File: src/rtl/usd_range_filter_if.sv
// Bus between the ultrasonic range filter and its environment.
// Handshake: distance_valid is a one-cycle strobe with no ready; distance_cm and obstacle are stable from it until the next strobe.
interface usd_range_filter_if;
   logic        enable;
   logic [15:0] sensor_response;
   logic        sensor_trigger_req;
   logic [7:0]  distance_cm;
   logic        distance_valid;
   logic        obstacle;
   logic        busy;
   logic [2:0]  state;

   modport master (
      output enable, sensor_response,
      input  sensor_trigger_req, distance_cm, distance_valid, obstacle, busy, state
   );

   modport slave (
      input  enable, sensor_response,
      output sensor_trigger_req, distance_cm, distance_valid, obstacle, busy, state
   );
endinterface

File: src/rtl/usd_range_filter.sv
// Schedules ultrasonic measurements, median-filters the microsecond response,
// converts to centimetres and derives a hysteretic obstacle flag.
module usd_range_filter #(
   parameter int PERIOD_CLKS    = 3000000,
   parameter int TRIG_HOLD_CLKS = 1100000,
   parameter int NEAR_CM        = 20,
   parameter int FAR_CM         = 30
) (
   input  logic              clk_50mhz,
   input  logic              reset,
   usd_range_filter_if.slave bus
);
   localparam logic [2:0] IDLE    = 3'd0;
   localparam logic [2:0] HOLD    = 3'd1;
   localparam logic [2:0] SAMPLE  = 3'd2;
   localparam logic [2:0] FILTER  = 3'd3;
   localparam logic [2:0] CONVERT = 3'd4;
   localparam logic [2:0] OUTPUT  = 3'd5;
   localparam logic [2:0] WAIT    = 3'd6;

   localparam int          CW         = $clog2(PERIOD_CLKS + 1);
   localparam logic [CW-1:0] HOLD_LAST   = CW'(TRIG_HOLD_CLKS - 1);
   localparam logic [CW-1:0] PERIOD_LAST = CW'(PERIOD_CLKS - 1);
   localparam logic [15:0] NO_ECHO    = 16'd10000;
   localparam logic [15:0] CLAMP_MIN  = 16'd9993;

   logic [2:0]    state;
   logic [CW-1:0] counter;
   logic          trig;
   logic [15:0]   h0, h1, h2;
   logic [15:0]   median_q;
   logic [7:0]    dist_q;
   logic          valid_q;
   logic          obst_q;

   logic [15:0] clamped;
   logic [15:0] lo01, hi01, median;
   logic [26:0] product;
   logic [10:0] cm_wide;
   logic [7:0]  cm;

   always_comb begin
      clamped = (bus.sensor_response >= CLAMP_MIN) ? NO_ECHO : bus.sensor_response;
      lo01    = (h0 < h1) ? h0 : h1;
      hi01    = (h0 < h1) ? h1 : h0;
      // median = clamp h2 into [min(h0,h1), max(h0,h1)]; ties land on the equal value
      if (h2 <= lo01)
         median = lo01;
      else if (h2 >= hi01)
         median = hi01;
      else
         median = h2;
      product = 27'(median_q) * 27'd1130;
      cm_wide = 11'(product >> 16);
      if (median_q == NO_ECHO)
         cm = 8'hFF;
      else if (cm_wide > 11'd255)
         cm = 8'hFF;
      else
         cm = cm_wide[7:0];
   end

   always_ff @(posedge clk_50mhz or posedge reset) begin
      if (reset) begin
         state    <= IDLE;
         counter  <= '0;
         trig     <= 1'b0;
         h0       <= NO_ECHO;
         h1       <= NO_ECHO;
         h2       <= NO_ECHO;
         median_q <= NO_ECHO;
         dist_q   <= 8'hFF;
         valid_q  <= 1'b0;
         obst_q   <= 1'b0;
      end else begin
         valid_q <= 1'b0;
         case (state)
            IDLE: begin
               if (bus.enable) begin
                  trig    <= 1'b1;
                  counter <= '0;
                  state   <= HOLD;
               end
            end
            HOLD: begin
               counter <= counter + CW'(1);
               if (counter == HOLD_LAST) begin
                  trig  <= 1'b0;
                  state <= SAMPLE;
               end
            end
            SAMPLE: begin
               counter <= counter + CW'(1);
               h2      <= h1;
               h1      <= h0;
               h0      <= clamped;
               state   <= FILTER;
            end
            FILTER: begin
               counter  <= counter + CW'(1);
               median_q <= median;
               state    <= CONVERT;
            end
            CONVERT: begin
               // Results load on this edge so they are visible, with the strobe, throughout OUTPUT.
               counter <= counter + CW'(1);
               dist_q  <= cm;
               valid_q <= 1'b1;
               if (cm < 8'(NEAR_CM))
                  obst_q <= 1'b1;
               else if (cm > 8'(FAR_CM))
                  obst_q <= 1'b0;
               state <= OUTPUT;
            end
            OUTPUT: begin
               counter <= counter + CW'(1);
               state   <= WAIT;
            end
            WAIT: begin
               counter <= counter + CW'(1);
               if (counter == PERIOD_LAST)
                  state <= IDLE;
            end
            default: state <= IDLE;
         endcase
      end
   end

   assign bus.sensor_trigger_req = trig;
   assign bus.distance_cm        = dist_q;
   assign bus.distance_valid     = valid_q;
   assign bus.obstacle           = obst_q;
   assign bus.busy               = (state != IDLE);
   assign bus.state              = state;
endmodule

File: src/flat_wrapper.sv
// flat-port wrapper written by rule: the top's interface ports become plain ports
module usd_range_filter_flat 
#(
   parameter int PERIOD_CLKS    = 3000000,
   parameter int TRIG_HOLD_CLKS = 1100000,
   parameter int NEAR_CM        = 20,
   parameter int FAR_CM         = 30
)
  (clk_50mhz, reset, bus_enable, bus_sensor_response, bus_sensor_trigger_req, bus_distance_cm, bus_distance_valid, bus_obstacle, bus_busy, bus_state);
  usd_range_filter_if bus_i ();
  input  logic clk_50mhz;
  input  logic reset;
  input wire logic [$bits(bus_i.enable)-1:0] bus_enable;
  input wire logic [$bits(bus_i.sensor_response)-1:0] bus_sensor_response;
  output wire logic [$bits(bus_i.sensor_trigger_req)-1:0] bus_sensor_trigger_req;
  output wire logic [$bits(bus_i.distance_cm)-1:0] bus_distance_cm;
  output wire logic [$bits(bus_i.distance_valid)-1:0] bus_distance_valid;
  output wire logic [$bits(bus_i.obstacle)-1:0] bus_obstacle;
  output wire logic [$bits(bus_i.busy)-1:0] bus_busy;
  output wire logic [$bits(bus_i.state)-1:0] bus_state;
  assign bus_i.enable = bus_enable;
  assign bus_i.sensor_response = bus_sensor_response;
  assign bus_sensor_trigger_req = bus_i.sensor_trigger_req;
  assign bus_distance_cm = bus_i.distance_cm;
  assign bus_distance_valid = bus_i.distance_valid;
  assign bus_obstacle = bus_i.obstacle;
  assign bus_busy = bus_i.busy;
  assign bus_state = bus_i.state;
  usd_range_filter #(.PERIOD_CLKS(PERIOD_CLKS), .TRIG_HOLD_CLKS(TRIG_HOLD_CLKS), .NEAR_CM(NEAR_CM), .FAR_CM(FAR_CM)) u_core (.clk_50mhz(clk_50mhz), .reset(reset), .bus(bus_i));
endmodule
File: config.mk
export PLATFORM = sky130hd
export DESIGN_NAME = usd_range_filter_flat
export DESIGN_NICKNAME = d
export VERILOG_FILES = /design/src/rtl/usd_range_filter_if.sv /design/src/rtl/usd_range_filter.sv /design/src/flat_wrapper.sv
export SDC_FILE = /design/constraint.sdc
export NUM_CORES = 1
export LEC_CHECK = 0
export CAP_MARGIN = 20
export CORE_MARGIN = 2
export CORE_UTILIZATION = 40
export DETAILED_ROUTE_END_ITERATION = 10
export DONT_BUFFER_PORTS = 1
export PLACE_DENSITY_LB_ADDON = 0.25
export SYNTH_ARGS = -nofsm -noshare
export SYNTH_HDL_FRONTEND = slang
export SYNTH_SLANG_ARGS = --single-unit
export TNS_END_PERCENT = 20
File: constraint.sdc
create_clock -name clk_50mhz -period 4.54 [get_ports clk_50mhz]
set_input_delay 0.908 -clock clk_50mhz [delete_from_list [all_inputs] [get_ports clk_50mhz]]
set_output_delay 0.908 -clock clk_50mhz [all_outputs]
set_load 0.01 [all_outputs]
==> results.json <==
{
  "synth_seq_cells": 100,
  "vias": 6630,
  "path_delay_family": "adder cells",
  "clk_latency_ps": 360,
  "end_kind": "flip-flop",
  "dr.pass1.iters": 4,
  "arrival_ps": 4830,
  "fin_nets": 1168,
  "wire_per_inst_um": 15.93,
  "synthesis.nets": 1109,
  "cts_root_buffer": "clkbuf_16",
  "cp-start-kind": "flip-flop",
  "critPathSlowestCell": "dfstp_2",
  "failed_checks": "negative setup slack",
  "yosysMostFrequentCell": "ha_1",
  "maxSlewHeadroom_pct": 35.46,
  "clk_pin_slew_worst_paths_ps": 80,
  "crit_fanout": 6,
  "final_layout_size_suffix_gt1_share_pct": 22.10,
  "routabilityCongestion": 0.8296,
  "setup_ws_ps": -3.462,
  "clock-sinks": 100,
  "clock.fmax_ghz": 0.2201,
  "fillers": 2015,
  "synth_top_flop_cell": "dfrtp_1",
  "path_class": "reg2reg",
  "path_cells": "ha_4 -> ha_4 -> fa_1 -> fa_1 -> inv_1 -> fa_1 -> inv_2 -> ha_4 -> and4_4 -> and3_4 -> a22o_1 -> or2_4 -> o21ai_4 -> o221ai_2 -> a21oi_4 -> and2_4 -> a21oi_2",
  "drv_slew": 0,
  "yosys.area.top_type": "dfrtp_1",
  "dieWidth_um": 150.8,
  "cap_violations": 0,
  "place_hpwl_um": 15250,
  "syn_to_final_growth_pct": 18.57,
  "numCtsBuffers": 9,
  "setup_viol": 3,
  "ys_seq_area_share_pct": 29.44,
  "n_antenna_cell": 0,
  "io_pins": 34,
  "yosys.area.top_type_share_pct": 20.91,
  "r2r_start": "u_core.median_q[9]",
  "status": "finished with violations",
  "antenna_found_initial": 0,
  "rows": 53,
  "skew_ps": 18.96,
  "initial_core_util_pct": 40.87,
  "tightest_slew_ps": 968.1,
  "finalHoldViolCount": 0,
  "drc": 0,
  "die_h_um": 150.8,
  "port-buffer-count": 0,
  "fin_crit_ps": 4543,
  "dieArea_um2": 22740,
  "cts-htree-levels": 3,
  "hold_buffers": 0,
  "fin_util_pct": 48.46,
  "dp.cells": 1225,
  "min_path_type": "reg2reg",
  "grt_max_degree": 77,
  "min_from": "u_core.h2[8]",
  "synthTopCellsByArea": "dfrtp_1 21%, ha_1 20%, dfstp_2 8.5%",
  "netlist_area_um2": 8618,
  "preCtsSetupSlack_ps": -224.1,
  "finalCritPeriodShare_pct": 100.1,
  "grt_use_total_pct": 18.36,
  "synth-edff-count": 0,
  "cts_tree": "built",
  "yosys_warnings": 0,
  "netlist_instances": 918,
  "postSynth.asyncResetShare_pct": 100.0,
  "ant_nets": 0,
  "slowest_delay_ps": 620,
  "grt_pass1_vias": 6582,
  "core_area_um2": 21090,
  "grt_pass1_wl_um": 33090,
  "yosys.cell_types.count": 60,
  "drtIter0Drc": 184,
  "overflow": 0,
  "final_cells": 1257,
  "clockBufferDepth": 2,
  "crit_buf_inv": 2,
  "rsz0062_at_grt": "yes",
  "wl_um": 20030,
  "avgSynthCellArea_um2": 9.388,
  "vias_per_cell": 5.274,
  "cp_data_required_time_ps": 4820,
  "synth_common_cells": "139 x ha_1, 100 x inv_1, 80 x nand2_1, 72 x dfrtp_1",
  "critPathLaunch": "u_core.median_q[9]"
}
## layout make-up
type                       instances  area, um2  share of cell area (%)
timing repair buffer              82      684.4                   6.698
tap                              275      344.1                   3.367
multi-input combinational        683       5974                   58.47
sequential                       100       2541                   24.87
clock inverter                     7      67.56                  0.6612
clock buffer                       9      225.2                   2.204
inverter                         101      381.6                   3.735
## per-stage QoR
stage,hold slack (ps),instance area (um2),TNS (ps)
after detailed placement,505.6,9379,-1869
final,518.9,10220,-5.847
after floorplan,474.6,8668,0
after global routing,527.4,10220,-1079
after global placement,498.6,9379,-1281
after CTS,519.1,9958,-10.10
## flip-flops by register name, summed over array words and instances, names as in the netlist
register / count
u_core.bus.state: 3
u_core.counter: 22
u_core.h1: 16
u_core.bus.sensor_trigger_req: 1
u_core.bus.distance_valid: 1
u_core.h2: 16
u_core.median_q: 16
u_core.bus.obstacle: 1
u_core.h0: 16
u_core.bus.distance_cm: 8
## final timing paths
path                                                   to  slack, ps  depth (start not counted)
max in group asynchronous                   u_core.h1[13]       2970                          2
min in group asynchronous                    u_core.h1[0]        640                          1
worst min-delay path                         u_core.h2[8]        520                          2
worst max-delay path            u_core.bus.distance_cm[3]         -3                         17
worst max register to register  u_core.bus.distance_cm[3]         -3                         17
worst min register to register               u_core.h2[8]        520                          2
## cells in the final DEF (no fill, tap or decap), types with 6 or more instances in the layout
cell type	count
a211oi_1	10
a21o_1	22
a21oi_1	40
a21oi_2	8
a22o_1	11
a31oi_1	6
and2_1	7
buf_4	71
buf_6	6
clkbuf_16	9
dfrtp_1	69
dfstp_2	28
fa_1	33
ha_1	119
ha_4	20
inv_1	90
inv_2	10
mux2_2	6
mux2i_1	21
mux2i_2	10
nand2_1	80
nand3_1	15
nand4_1	20
nor2_1	54
nor3_1	11
o21a_1	17
o21ai_0	53
o21ai_1	10
xnor2_1	12
xor2_1	13
## routing by layer
metal / GRT usage [%] / vias up / share of wire, %
met1: 24.86 / 3223 / 47
met5: 0 / - / 0
met3: 2.139 / 13 / 2.5
met4: 4.439 / 0 / 1.2
li1: - / 3324 / -
met2: 31.43 / 70 / 49
## worst register-to-register path, cell delays in order, from the launching register on
cell	delay, ps
dfstp_2	620
ha_4	240
ha_4	240
fa_1	480
fa_1	500
inv_1	50
fa_1	490
inv_2	50
ha_4	210
and4_4	190
and3_4	170
a22o_1	190
or2_4	250
o21ai_4	160
o221ai_2	140
a21oi_4	240
and2_4	210
a21oi_2	50
## what timing repair did
| item | 4_1_cts | 5_1_grt |
|---|---|---|
| resized for setup | 30 | 49 |
| setup endpoints to repair | 9 | 24 |
| setup buffers | 9 | 6 |
| pin swaps | 33 | 20 |
## cells by family after synthesis
kind of cell	count (synthesis)	synth area share (%)
buffers and inverters	135	6.272
flip-flops	100	29.44
AO/OA/AOI/OAI	211	15.66
AND/OR/NAND/NOR	232	13.01
multiplexers	41	5.023
adder cells (fa/ha/maj)	172	27.85
XOR/XNOR	27	2.744
Power is not shown: default switching activity piles up to over one toggle a cycle in this logic, so the estimate is an artifact.
